**config.mk**
```make
export PLATFORM = sky130hd
export DESIGN_NAME = parking_gate_ctrl
export DESIGN_NICKNAME = d
export VERILOG_FILES = /design/src/rtl/parking_gate_ctrl.sv
export SDC_FILE = /design/constraint.sdc
export NUM_CORES = 1
export LEC_CHECK = 0
export CAP_MARGIN = 25
export CORE_UTILIZATION = 40
export DETAILED_ROUTE_END_ITERATION = 8
export PLACE_DENSITY = 0.67
export SLEW_MARGIN = 20
export SYNTH_ARGS = -nofsm -noshare
export SYNTH_HDL_FRONTEND = slang
export SYNTH_SLANG_ARGS = --single-unit
```
**constraint.sdc**
```tcl
create_clock -name clk -period 2.7 [get_ports clk]
set_input_delay 0.405 -clock clk [delete_from_list [all_inputs] [get_ports clk]]
set_output_delay 0.405 -clock clk [all_outputs]
set_load 0.01 [all_outputs]
```
**src/rtl/parking_gate_ctrl.sv**
```systemverilog
// Parking gate controller: occupancy counter plus a timed entry/exit gate with one-deep pending requests.
// Optional macro PARKING_REJECT_ALARM_EN enables a one-cycle reject pulse for refused entries.
module parking_gate_ctrl #(
    parameter int CAPACITY         = 16,
    parameter int GATE_OPEN_CYCLES = 40_000_000
) (
    input  logic       clk,
    input  logic       reset,
    input  logic       entry_req,
    input  logic       exit_req,
    output logic [7:0] count,
    output logic [7:0] free_slots,
    output logic       full,
    output logic       empty,
    output logic       gate_open,
    output logic       gate_dir,
    output logic       reject,
    output logic [1:0] state_dbg
);

    typedef enum logic [1:0] {
        IDLE     = 2'd0,
        OPEN_IN  = 2'd1,
        OPEN_OUT = 2'd2
    } state_t;

    localparam int            TW     = (GATE_OPEN_CYCLES > 1) ? $clog2(GATE_OPEN_CYCLES) : 1;
    localparam logic [7:0]    CAP    = 8'(CAPACITY);
    localparam logic [TW-1:0] T_LAST = TW'(GATE_OPEN_CYCLES - 1);

    state_t        state, state_n;
    logic [TW-1:0] timer, timer_n;
    logic          pend_in, pend_in_n;
    logic          pend_out, pend_out_n;
    logic [7:0]    count_n;
    logic          gate_open_n, gate_dir_n, reject_n;
    logic          entry_v, exit_v;

    assign state_dbg = state;

    always_comb begin
        state_n     = state;
        timer_n     = timer;
        pend_in_n   = pend_in;
        pend_out_n  = pend_out;
        count_n     = count;
        gate_open_n = gate_open;
        gate_dir_n  = gate_dir;
        reject_n    = 1'b0;
        entry_v     = entry_req | pend_in;
        exit_v      = exit_req | pend_out;

        case (state)
            IDLE: begin
                // Exit wins a tie; the entry is kept pending for the next idle cycle.
                if (exit_v && count != 8'd0) begin
                    state_n     = OPEN_OUT;
                    count_n     = count - 8'd1;
                    gate_open_n = 1'b1;
                    gate_dir_n  = 1'b0;
                    timer_n     = '0;
                    pend_out_n  = 1'b0;
                    pend_in_n   = entry_v;
                end else begin
                    pend_out_n = 1'b0;
                    if (entry_v) begin
                        pend_in_n = 1'b0;
                        if (count < CAP) begin
                            state_n     = OPEN_IN;
                            count_n     = count + 8'd1;
                            gate_open_n = 1'b1;
                            gate_dir_n  = 1'b1;
                            timer_n     = '0;
                        end else begin
`ifdef PARKING_REJECT_ALARM_EN
                            reject_n = 1'b1;
`else
                            reject_n = 1'b0;
`endif
                        end
                    end
                end
            end
            OPEN_IN, OPEN_OUT: begin
                if (entry_req) pend_in_n = 1'b1;
                if (exit_req)  pend_out_n = 1'b1;
                if (timer == T_LAST) begin
                    state_n     = IDLE;
                    gate_open_n = 1'b0;
                    timer_n     = '0;
                end else begin
                    timer_n = timer + 1'b1;
                end
            end
            default: state_n = IDLE;
        endcase
    end

    always_ff @(posedge clk or negedge reset) begin
        if (!reset) begin
            state      <= IDLE;
            timer      <= '0;
            pend_in    <= 1'b0;
            pend_out   <= 1'b0;
            count      <= 8'd0;
            free_slots <= CAP;
            full       <= 1'b0;
            empty      <= 1'b1;
            gate_open  <= 1'b0;
            gate_dir   <= 1'b0;
            reject     <= 1'b0;
        end else begin
            state      <= state_n;
            timer      <= timer_n;
            pend_in    <= pend_in_n;
            pend_out   <= pend_out_n;
            count      <= count_n;
            free_slots <= CAP - count_n;
            full       <= (count_n == CAP);
            empty      <= (count_n == 8'd0);
            gate_open  <= gate_open_n;
            gate_dir   <= gate_dir_n;
            reject     <= reject_n;
        end
    end

endmodule

```
Word-level counts from Yosys, hierarchy flattened
Cells that the tools add are included.
Widths: inputs -> output; s select.

operators by class
  reduce and logical (&&, ||, !) cells = 14
  multiplexer cells = 26
  bitwise gates (word level) = 2
  eq/ne operators = 9
  $lt $le $gt $ge = 1
  add/subtract/negate cells = 4

operator list
  kind                   number
  $mux 26                4
  $pmux 26 s2            1
  $mux 8                 4
  $add 26x1->26 const B  1
  $eq 26x26->1 const B   1
  $reduce_and 3->1       4
  $mux 1                 9
  $add 8x1->8 const B    1
  $eq 8x5->1 const B     1
  $logic_not 8->1        1
  $lt 8x5->1 const B     1
  $mux 2                 4
  $reduce_bool 8->1      1
  $sub 5x8->8 const A    1
  $sub 8x1->8 const B    1
  $ne 2x2->1 const B     3
  $ne 3x3->1 const B     2
  $pmux 1 s2             3
  $reduce_bool 2->1      3
  $pmux 2 s2             1
  $reduce_and 4->1       1
  $eq 2x1->1 const B     1
  $eq 2x2->1 const B     1
  $logic_not 2->1        1
  4 further kinds        5

storage, ports and cells
  output and inout bits = 23
  word-level logic and storage cells = 66
  input bits = 4
  bits in registers = 50

Longest topological paths before layout
  word-level depth = 6
  gate-level depth with buffers = 11
  gate-level depth less buffers = 11

Worst setup path before layout
OpenSTA, ideal clock, no wires.

  path type = reg2reg
  start point = register count[6]
  end point = register empty
  data arrival time = 2.696 ns
  slack = -0.064 ns
  stages on the path, launching flop included = 10
  data required time = 2.632 ns
  clock period less this slack = 2.764 ns
  setup time = 0.068 ns
  path buffers = 1
  path through = dfrtp_1 -> or4_1 -> buf_2 -> nor2_1 -> nor2_1 -> a221oi_1 -> ha_1 -> or2b_1 -> or4_1 -> nor2_1

on the way
  word-level cells in the longest chain between the ends = 6
  elaborated cells between the ends (all ways) = 10
  those cells by class = add/sub (2); order compare (1); mux (4); reduce/logical (3)

RTL lines
  what                                              line    RTL
  start, declared                                   11      output logic [7:0] count,
  start signal, assigned                            117     count <= count_n;
  $add 8x1->8 / $lt 8x5->1 (equally long branches)  70, 68
  $mux 8                                            68      if (count < CAP) begin
  $mux 8                                            66      if (entry_v) begin
  $mux 8                                            56      if (exit_v && count != 8'd0) begin
  $mux 8 (*)                                        53      case (state)
  $logic_not 8->1 (*)                               120     empty <= (count_n == 8'd0);
  end signal, assigned                              120
  end, declared                                     14      output logic empty,

Every way passes the cells marked *; elsewhere a longest branch is shown, timed or not.
A chain may end at the register's enable or synchronous reset.

==> impl_metrics.csv <==
group,metric,value,unit
sta,finalHoldViolCount,0,
logic_synthesis,syn-instance-count,291,
grt,grt_pass1_vias,2100,
finish,drive_above_1_share,20.06,%
grt,gr-total-overflow,0,
sta,fin_crit,2571,ps
power_and_ir_drop,p_sw_share,43.36,%
setup_path,worstSetupStartpointType,"flop",
cts,clk_latency,310,ps
logic_synthesis,avgSynthCellArea,9.515,um^2
placed_design,port_buffers,25,
logic_synthesis,synth.distinct_cells,64,
cts,htreeDepth,2,
min_path,hold_class,"flop to flop",
sta,clock-skew-final,12.70,ps
sta,slew_viol_final,0,
power_and_ir_drop,pwr_density_cell,1193,mW/mm^2
cts,cts.sinks,49,
finish,n_antenna_cell,0,
power_and_ir_drop,vdd_ir_drop_max,0.0007450,V
setup_path,cp_cell_sequence,"inv_1 > ha_1 > buf_4 > or3b_2 > o21ai_4 > a211oi_2 > xnor2_2 > or4_1 > nor2_1",
sta,maxSlewHeadroom,46.93,%
power_and_ir_drop,p_switching,0.001773,W
cts,cts_buffer_depth,2,
route,antenna_left,0,
finish,final_common_cell,"dfrtp_1",
route,drc,0,
setup_path,worst_ep_arrival_time,2810,ps
floorplanning,ios,27,
floorplanning,die_w,85.20,um
finish,final_cell_mix,"dfrtp_1, nor2_1, buf_4, clkdlybuf4s50_1, nand2_1",
placed_design,placed_area,0.003297,mm^2
grt,grt_pass1_wl,10.21,mm
run,maxCapViolations,0,
setup_path,worst_path_max_delay_cell,"or4_1",
logic_synthesis,synth_area,0.002769,mm^2
sta,worst_slew_pin_slew,795.3,ps
finish,layout.nets,358,
setup_path,crit_type,"flop to flop",
floorplanning,die_y,85.20,um
route,vias_per_cell,5.448,
finish,stdcell_area,0.003426,mm^2
setup_path,crit_required,2940,ps
route,vias,2321,
cts,cts_tree,"yes",
floorplanning,start_util,42.39,%
cts,cts_made_buffers,5,
route,drt_pass1_iterations,4,
floorplanning,dieArea,0.007259,mm^2
setup_path,cp_max_fo,8,
sta,layout_setup_ws,128.8,ps
power_and_ir_drop,intPower,0.002315,W
power_and_ir_drop,p_clk_share,10.5,%
power_and_ir_drop,power_leakage,1.445,nW
floorplanning,coreArea,0.006531,mm^2
floorplanning,rows,29,
cts,path_clk_slew,90,ps
placed_design,place.gp.congestion,0.8561,
setup_path,worst_setup_path_end_kind,"flop",
logic_synthesis,syn-num-nets,301,
setup_path,ff2ff_setup_slack,130,ps
grt,antenna_found_initial,0,
power_and_ir_drop,p_comb_share,63.8,%
route,drtIter0Drc,151,
sta,period_share,95.23,%
logic_synthesis,ys.flop_type,"dfrtp_1",
sta,max_freq,388.9,MHz
placed_design,place_ws,30.97,ps
logic_synthesis,synth_edf_count,0,
power_and_ir_drop,pwr-share-seq,25.7,%
setup_path,max_stage_delay,570,ps
run_status,status,"completed",
logic_synthesis,seq_area_frac_synth,44.37,%
route,wl,6.221,mm
route,wl_per_cell,14.60,um
grt,grt.total_usage,17.94,%
sta,timing.hold.ws,512.7,ps
logic_synthesis,ys_seq_elements,49,
logic_synthesis,yosysWarnings,0,
placed_design,hpwl,4.506,mm
grt,grt_max_degree,21,
finish,syn_to_final_growth,23.72,%
sta,setup_viol,0,
logic_synthesis,async_flop_share,100.0,%
cts,clockRootBuffer,"clkbuf_8",
sta,rsz0062_at_grt,"yes",
-- stage by stage --
stage | TNS (ps) | utilization (%) | total power, W | std cells
after detailed placement | 0 | 50.48 | 0.003579 | 415
final | 0 | 52.45 | 0.004088 | 426
after global routing | -24.10 | 52.45 | 0.004383 | 426
after floorplan | 0 | - | 0.002570 | 291
after global placement | 0 | 50.48 | 0.003567 | 415
after CTS | 0 | 51.92 | 0.004032 | 424
-- cells by family after synthesis --
| kind of cell | share of synthesized area, % |
|---|---|
| AOI/OAI and AO/OA | 14.01 |
| and+or+nand+nor | 24.13 |
| buffers and inverters | 4.202 |
| muxes | 0.4067 |
| DFF | 44.37 |
| adders and majority gates | 2.711 |
| other | 0.1354 |
| xor gates and xnor gates | 10.03 |
-- synthesized netlist by cell type, drive strengths merged (2+ instances only) --
cell type | number | area (um^2)
or4 | 3 | 22.52
nor2 | 41 | 156.4
buf | 8 | 56.30
nor3 | 8 | 40.04
nor4 | 3 | 40.04
and4 | 2 | 17.52
a311oi | 2 | 23.77
clkbuf | 2 | 7.510
or3 | 2 | 12.51
dfrtp | 47 | 1176
o21ai | 10 | 61.31
nor2b | 3 | 18.77
xor2 | 15 | 131.4
dfstp | 2 | 52.55
nor4b | 2 | 17.52
or2 | 4 | 25.02
o22ai | 2 | 12.51
nand3 | 17 | 85.08
a21oi | 13 | 65.06
ha | 6 | 75.07
nand4 | 9 | 56.30
nor3b | 3 | 22.52
a211oi | 2 | 20.02
a31oi | 3 | 18.77
inv | 14 | 52.55
o31a | 2 | 20.02
and3 | 5 | 31.28
nand2 | 18 | 67.56
o31ai | 4 | 30.03
xnor2 | 15 | 146.4
-- what timing repair did --
item | 4_1_cts | 5_1_grt
buffers inserted | 0 | 2
endpoints found under the setup margin | 0 | 5
hold buffers | 1 | 0
resized for setup | 0 | 6
hold endpoints to repair | 9 | 0
-- routing by layer --
layer / wire length (um) / share of wire, % / GRT usage [%]
met1: 3059 / 49 / 26.04
met2: 2773 / 45 / 26.61
met3: 302 / 4.9 / 3.794
met4: 85 / 1.4 / 6.163
met5: 0 / 0 / 0
-- critical path: cells and delay by family, from the launching register on --
| family | cells | cell delay (ps) |
|---|---|---|
| adders and majority gates | 1 | 180 |
| buffers and inverters | 2 | 250 |
| xor gates and xnor gates | 1 | 220 |
| and+or+nand+nor | 3 | 1180 |
| AOI/OAI and AO/OA | 2 | 280 |
| DFF | 1 | 380 |
-- worst paths after layout --
| check | startpoint | to | depth (start not counted) |
|---|---|---|---|
| max in group asynchronous | reset | timer[20] | 3 |
| hold / removal | timer[6] | timer[6] | 1 |
| hold reg to reg | timer[6] | timer[6] | 1 |
| setup reg to reg | free_slots[0] | empty | 9 |
| min in group asynchronous | reset | count[7] | 2 |
| setup / recovery | free_slots[0] | empty | 9 |
-- flip-flops by register name, summed over array words and instances, names as in the netlist --
register,cells
state_dbg,2
count,7
empty,1
full,1
gate_dir,1
pend_in,1
timer,26
pend_out,1
free_slots,8
gate_open,1
-- final cells by class --
class / instances / area (um^2)
timing repair buffer: 60 / 510.5
sequential: 49 / 1230
clock buffer: 7 / 76.32
tap: 77 / 96.34
fill: 610 / 3105
multi-input combinational: 218 / 1453
clock inverter: 1 / 7.507
inverter: 14 / 52.55
-- power groups by stage --
stage | Clock, W | Sequential (W) | Combinational (W)
after floorplan | 0 | 0.00115 | 0.00142
after global placement | 0 | 0.00106 | 0.00251
after detailed placement | 0 | 0.00106 | 0.00252
after CTS | 0.000441 | 0.00105 | 0.00254
after global routing | 0.000467 | 0.00107 | 0.00285
final | 0.000430 | 0.00105 | 0.00261
Power figures use the tool's default switching activity.
